--- src/rtl/fpga_dffer_pipe.sv ---
// Clock-enabled WIDTH x DEPTH delay line with per-stage valid, synchronous flush,
// runtime-selectable tap and occupancy count. A low E_i freezes the whole line.
module fpga_dffer_pipe #(
    parameter int               WIDTH     = 8,
    parameter int               DEPTH     = 4,
    parameter logic [WIDTH-1:0] RESET_VAL = '0,
    parameter int               TAP_W     = (DEPTH > 1) ? $clog2(DEPTH) : 1,
    parameter int               FILL_W    = $clog2(DEPTH + 1)
) (
    input  logic              clk_i,
    input  logic              reset_i,
    input  logic              E_i,
    input  logic              clr_i,
    input  logic [WIDTH-1:0]  D_i,
    input  logic              valid_i,
    input  logic [TAP_W-1:0]  tap_sel_i,
    output logic [WIDTH-1:0]  Q_o,
    output logic              valid_o,
    output logic [WIDTH-1:0]  tap_o,
    output logic              tap_valid_o,
    output logic [FILL_W-1:0] fill_o
);

    logic [WIDTH-1:0]  data_q [DEPTH];
    logic [DEPTH-1:0]  vld_q;
    logic [FILL_W-1:0] fill_q;

    // One word in and one out on the same edge cancel; the count never wraps.
    function automatic logic [FILL_W-1:0] fill_next(input logic [FILL_W-1:0] cur,
                                                    input logic entering,
                                                    input logic leaving);
        return cur + FILL_W'(entering) - FILL_W'(leaving);
    endfunction

    always_ff @(posedge clk_i or posedge reset_i) begin
        if (reset_i) begin
            for (int k = 0; k < DEPTH; k++) data_q[k] <= RESET_VAL;
            vld_q  <= '0;
            fill_q <= '0;
        end else if (clr_i) begin
            for (int k = 0; k < DEPTH; k++) data_q[k] <= RESET_VAL;
            vld_q  <= '0;
            fill_q <= '0;
        end else if (E_i) begin
            // Data moves regardless of valid; valid is only a qualifier.
            data_q[0] <= D_i;
            vld_q[0]  <= valid_i;
            for (int k = 1; k < DEPTH; k++) begin
                data_q[k] <= data_q[k-1];
                vld_q[k]  <= vld_q[k-1];
            end
            fill_q <= fill_next(fill_q, valid_i, vld_q[DEPTH-1]);
        end
    end

    assign Q_o     = data_q[DEPTH-1];
    assign valid_o = vld_q[DEPTH-1];
    assign fill_o  = fill_q;

    // Out-of-range selects (non power-of-2 DEPTH) read as an empty reset stage.
    always_comb begin
        tap_o       = RESET_VAL;
        tap_valid_o = 1'b0;
        if (int'(tap_sel_i) < DEPTH) begin
            tap_o       = data_q[tap_sel_i];
            tap_valid_o = vld_q[tap_sel_i];
        end
    end

endmodule

--- config.mk ---
export PLATFORM = sky130hd
export DESIGN_NAME = fpga_dffer_pipe
export DESIGN_NICKNAME = d
export VERILOG_FILES = /design/src/rtl/fpga_dffer_pipe.sv
export SDC_FILE = /design/constraint.sdc
export NUM_CORES = 1
export LEC_CHECK = 0
export BUFFER_PORTS_ARGS = -buffer_cell sky130_fd_sc_hd__clkbuf_2
export CORE_MARGIN = 3
export CORE_UTILIZATION = 54
export DETAILED_ROUTE_END_ITERATION = 7
export PLACE_DENSITY = 0.84
export SYNTH_ARGS = -nofsm -noshare
export SYNTH_HDL_FRONTEND = slang
export SYNTH_SLANG_ARGS = --single-unit
--- constraint.sdc ---
create_clock -name clk_i -period 2.1 [get_ports clk_i]
set_clock_uncertainty 0.1 [all_clocks]
set_input_delay 0.42 -clock clk_i [delete_from_list [all_inputs] [get_ports clk_i]]
set_output_delay 0.42 -clock clk_i [all_outputs]
set_load 0.02 [all_outputs]
==> impl_metrics.csv <==
group,metric,value,unit
synth,ys_seq_elements,39,
setup_path,critPathMaxStageDelay,420,ps
cts,clk_latency,340,ps
sta,tns,0,ps
synth,syn_area_per_cell,12.4,um2
cts,clkTransAtPathRegs,110,ps
placement,hpwlAfterDp,2420,um
cts,root_buffer,"clkbuf_4",
drt,antenna_left,0,
setup_path,crit_required,2250,ps
layout,nFillCells,280,
status,outcome,"completed",
sta,rsz0062_at_grt,"no",
synth,synth-seq-area-share,0.506,
setup_path,crit_path_end_kind,"flip-flop",
sta,timing.slew.headroom,0.681,
die,core,3390,um2
pwr,power_density,646,nW/um2
setup_path,critPathSlowestCell,"dfrtp_1",
synth,netlist_area,1930,um2
drt,wl_per_cell,15.3,um
min_path,hp-class,"in -> async",
placement,gp_congestion,0.702,
drt,dr_total_vias,1217,
setup_path,arrival,2130,ps
synth,synth_cells,156,
sta,post-route-worst-setup-slack,118,ps
setup_path,r2r_setup_slack,120,ps
sta,finalHoldViolCount,0,
die,dieArea,4320,um2
cts,clock_sinks,39,
sta,setup_viol,0,
cts,clockBufferDepth,2,
global_route,grt_usage,0.181,
drt,drc,0,
setup_path,path_class,"reg -> reg",
die,fp.dieH,65.8,um
layout,fin_util,0.641,
pwr,power.leakage,1.17,nW
cts,htreeDepth,2,
layout,final_cell_count_no_fill,231,
sta,whs,54.1,ps
layout,antenna_cells,0,
sta,worstMarginPinSlew,478,ps
die,io_pins,36,
layout,final_layout_size_suffix_gt1_frac,0.319,
layout,final_cell_area,2170,um2
synth,yosysWarnings,0,
drt,vias_per_cell,5.27,
global_route,grt_pass1_vias,1153,
setup_path,rr_endpoint,"fill_o[2]",
die,dieWidth,65.8,um
global_route,overflow,0,
placement,dp_slack,66.7,ps
pwr,ir_drop,0.618,mV
synth,syn_nets,174,
placement,placed_cells,222,
drt,drt_pass1_iterations,5,
global_route,grt_max_degree,41,
cts,numCtsBuffers,5,
global_route,antenna_found_initial,0,
sta,fmax,504,MHz
synth,ys_types,16,
die,start_util,0.569,
placement,dpl_cell_area,2090,um2
setup_path,crit_chain,"ha_1 > inv_1 > ha_1 > inv_1 > fa_2 > xor2_2 > a21oi_1 > a31o_2",
sta,final.period_utilization,0.944,
cts,cts_tree,"done",
global_route,grt_pass1_wl,5690,um
run,drv_cap,0,
pwr,finalPower,1.40,mW
sta,maxSlewViolCount,0,
die,rows,21,
layout,nNetsFinal,202,
drt,wl,3540,um
drt,drtIter0Drc,73,
cts,hold_buffers,0,
sta,post-route-min-period,1980,ps
setup_path,timing.rr.start,"vld_q[3]",
setup_path,startpoint_type,"flip-flop",
setup_path,cp_max_fo,4,
setup_path,ff2ff_path_depth,8,
placement,io_buffers,35,
layout,syn_to_final_growth,12.7,%
-- timing repair --
action / CTS / global route
buffers inserted: 0 / 1
endpoints found under the setup margin: 0 / 1
resized for setup: 0 / 2
-- cell families after synthesis --
logic type	share of synthesized area
AO/OA/AOI/OAI	0.00714
XOR/XNOR	0.00454
adder cells (fa/ha/maj)	0.0234
buffers and inverters	0.0772
flip-flops	0.506
multiplexers	0.302
AND/OR/NAND/NOR	0.0792
-- how the worst max path moves through the flow --
stage / startpoint / endpoint / slack, ps / cells after the start
2_1_floorplan: fill_o[0] / fill_o[2] / 90 / 9
3_3_place_gp: vld_q[3] / fill_o[2] / 150 / 8
3_5_place_dp: vld_q[3] / fill_o[2] / 70 / 8
4_1_cts: vld_q[3] / fill_o[2] / 50 / 8
5_1_grt: vld_q[3] / fill_o[2] / 20 / 8
6_report: vld_q[3] / fill_o[2] / 120 / 8
-- metal layers --
layer  up-vias  global-route usage  part of all wire
li1        577                   -                 -
met1       587               0.245              0.45
met2        42               0.265              0.46
met3        11              0.0581             0.071
met4         0              0.0855             0.025
met5         -                   0                 0
-- layout by cell type (no fill, tap or decap) --
cell and instances:
a21oi_1 1, dfrtp_1 39, fa_2 1, xor2_2 1, buf_12 2, ha_1 2
clkbuf_4 5, mux4_2 9, nor2_1 39, buf_4 3, clkbuf_1 1, clkbuf_8 2
nand2b_1 1, a31o_2 1, mux2i_1 38, clkbuf_2 35, inv_1 5
-- worst max-delay path: cells and delay by family, from the launching register on --
family	cells	cell delay, ps
xor gates and xnor gates	1	160
AOI/OAI and AO/OA	2	290
adders and majority gates	3	790
DFF	1	420
buffers and inverters	2	120
-- state kept, by name, summed over array words and instances (netlist names) --
| name | flops |
|---|---|
| Q_o | 8 |
| data_q | 24 |
| fill_o | 3 |
| vld_q | 4 |
-- Yosys cell counts (all sizes together) --
master,instances,area (um2)
fa,1,20.0
a31o,1,8.76
dfrtp,39,976
a21oi,1,5.00
mux2i,38,380
inv,5,18.8
nand2b,1,6.26
buf,17,121
xor2,1,8.76
ha,2,25.0
mux4,9,203
nor2,39,146
clkbuf,2,8.75
-- layout make-up --
| type | instances | area (um2) | share of cell area |
|---|---|---|---|
| multi-input cells | 93 | 813 | 0.374 |
| inverters | 5 | 18.8 | 0.00864 |
| repair buffers | 40 | 238 | 0.109 |
| well taps | 46 | 57.6 | 0.0265 |
| clock buffers | 8 | 68.8 | 0.0317 |
| flip-flops and latches | 39 | 976 | 0.449 |
-- power by group --
group          total [mW]  internal [mW]  switching (mW)
clock               0.426          0.197           0.229
combinational       0.185         0.0804           0.104
sequential          0.792          0.774          0.0186
Power figures use the tool's default switching activity.
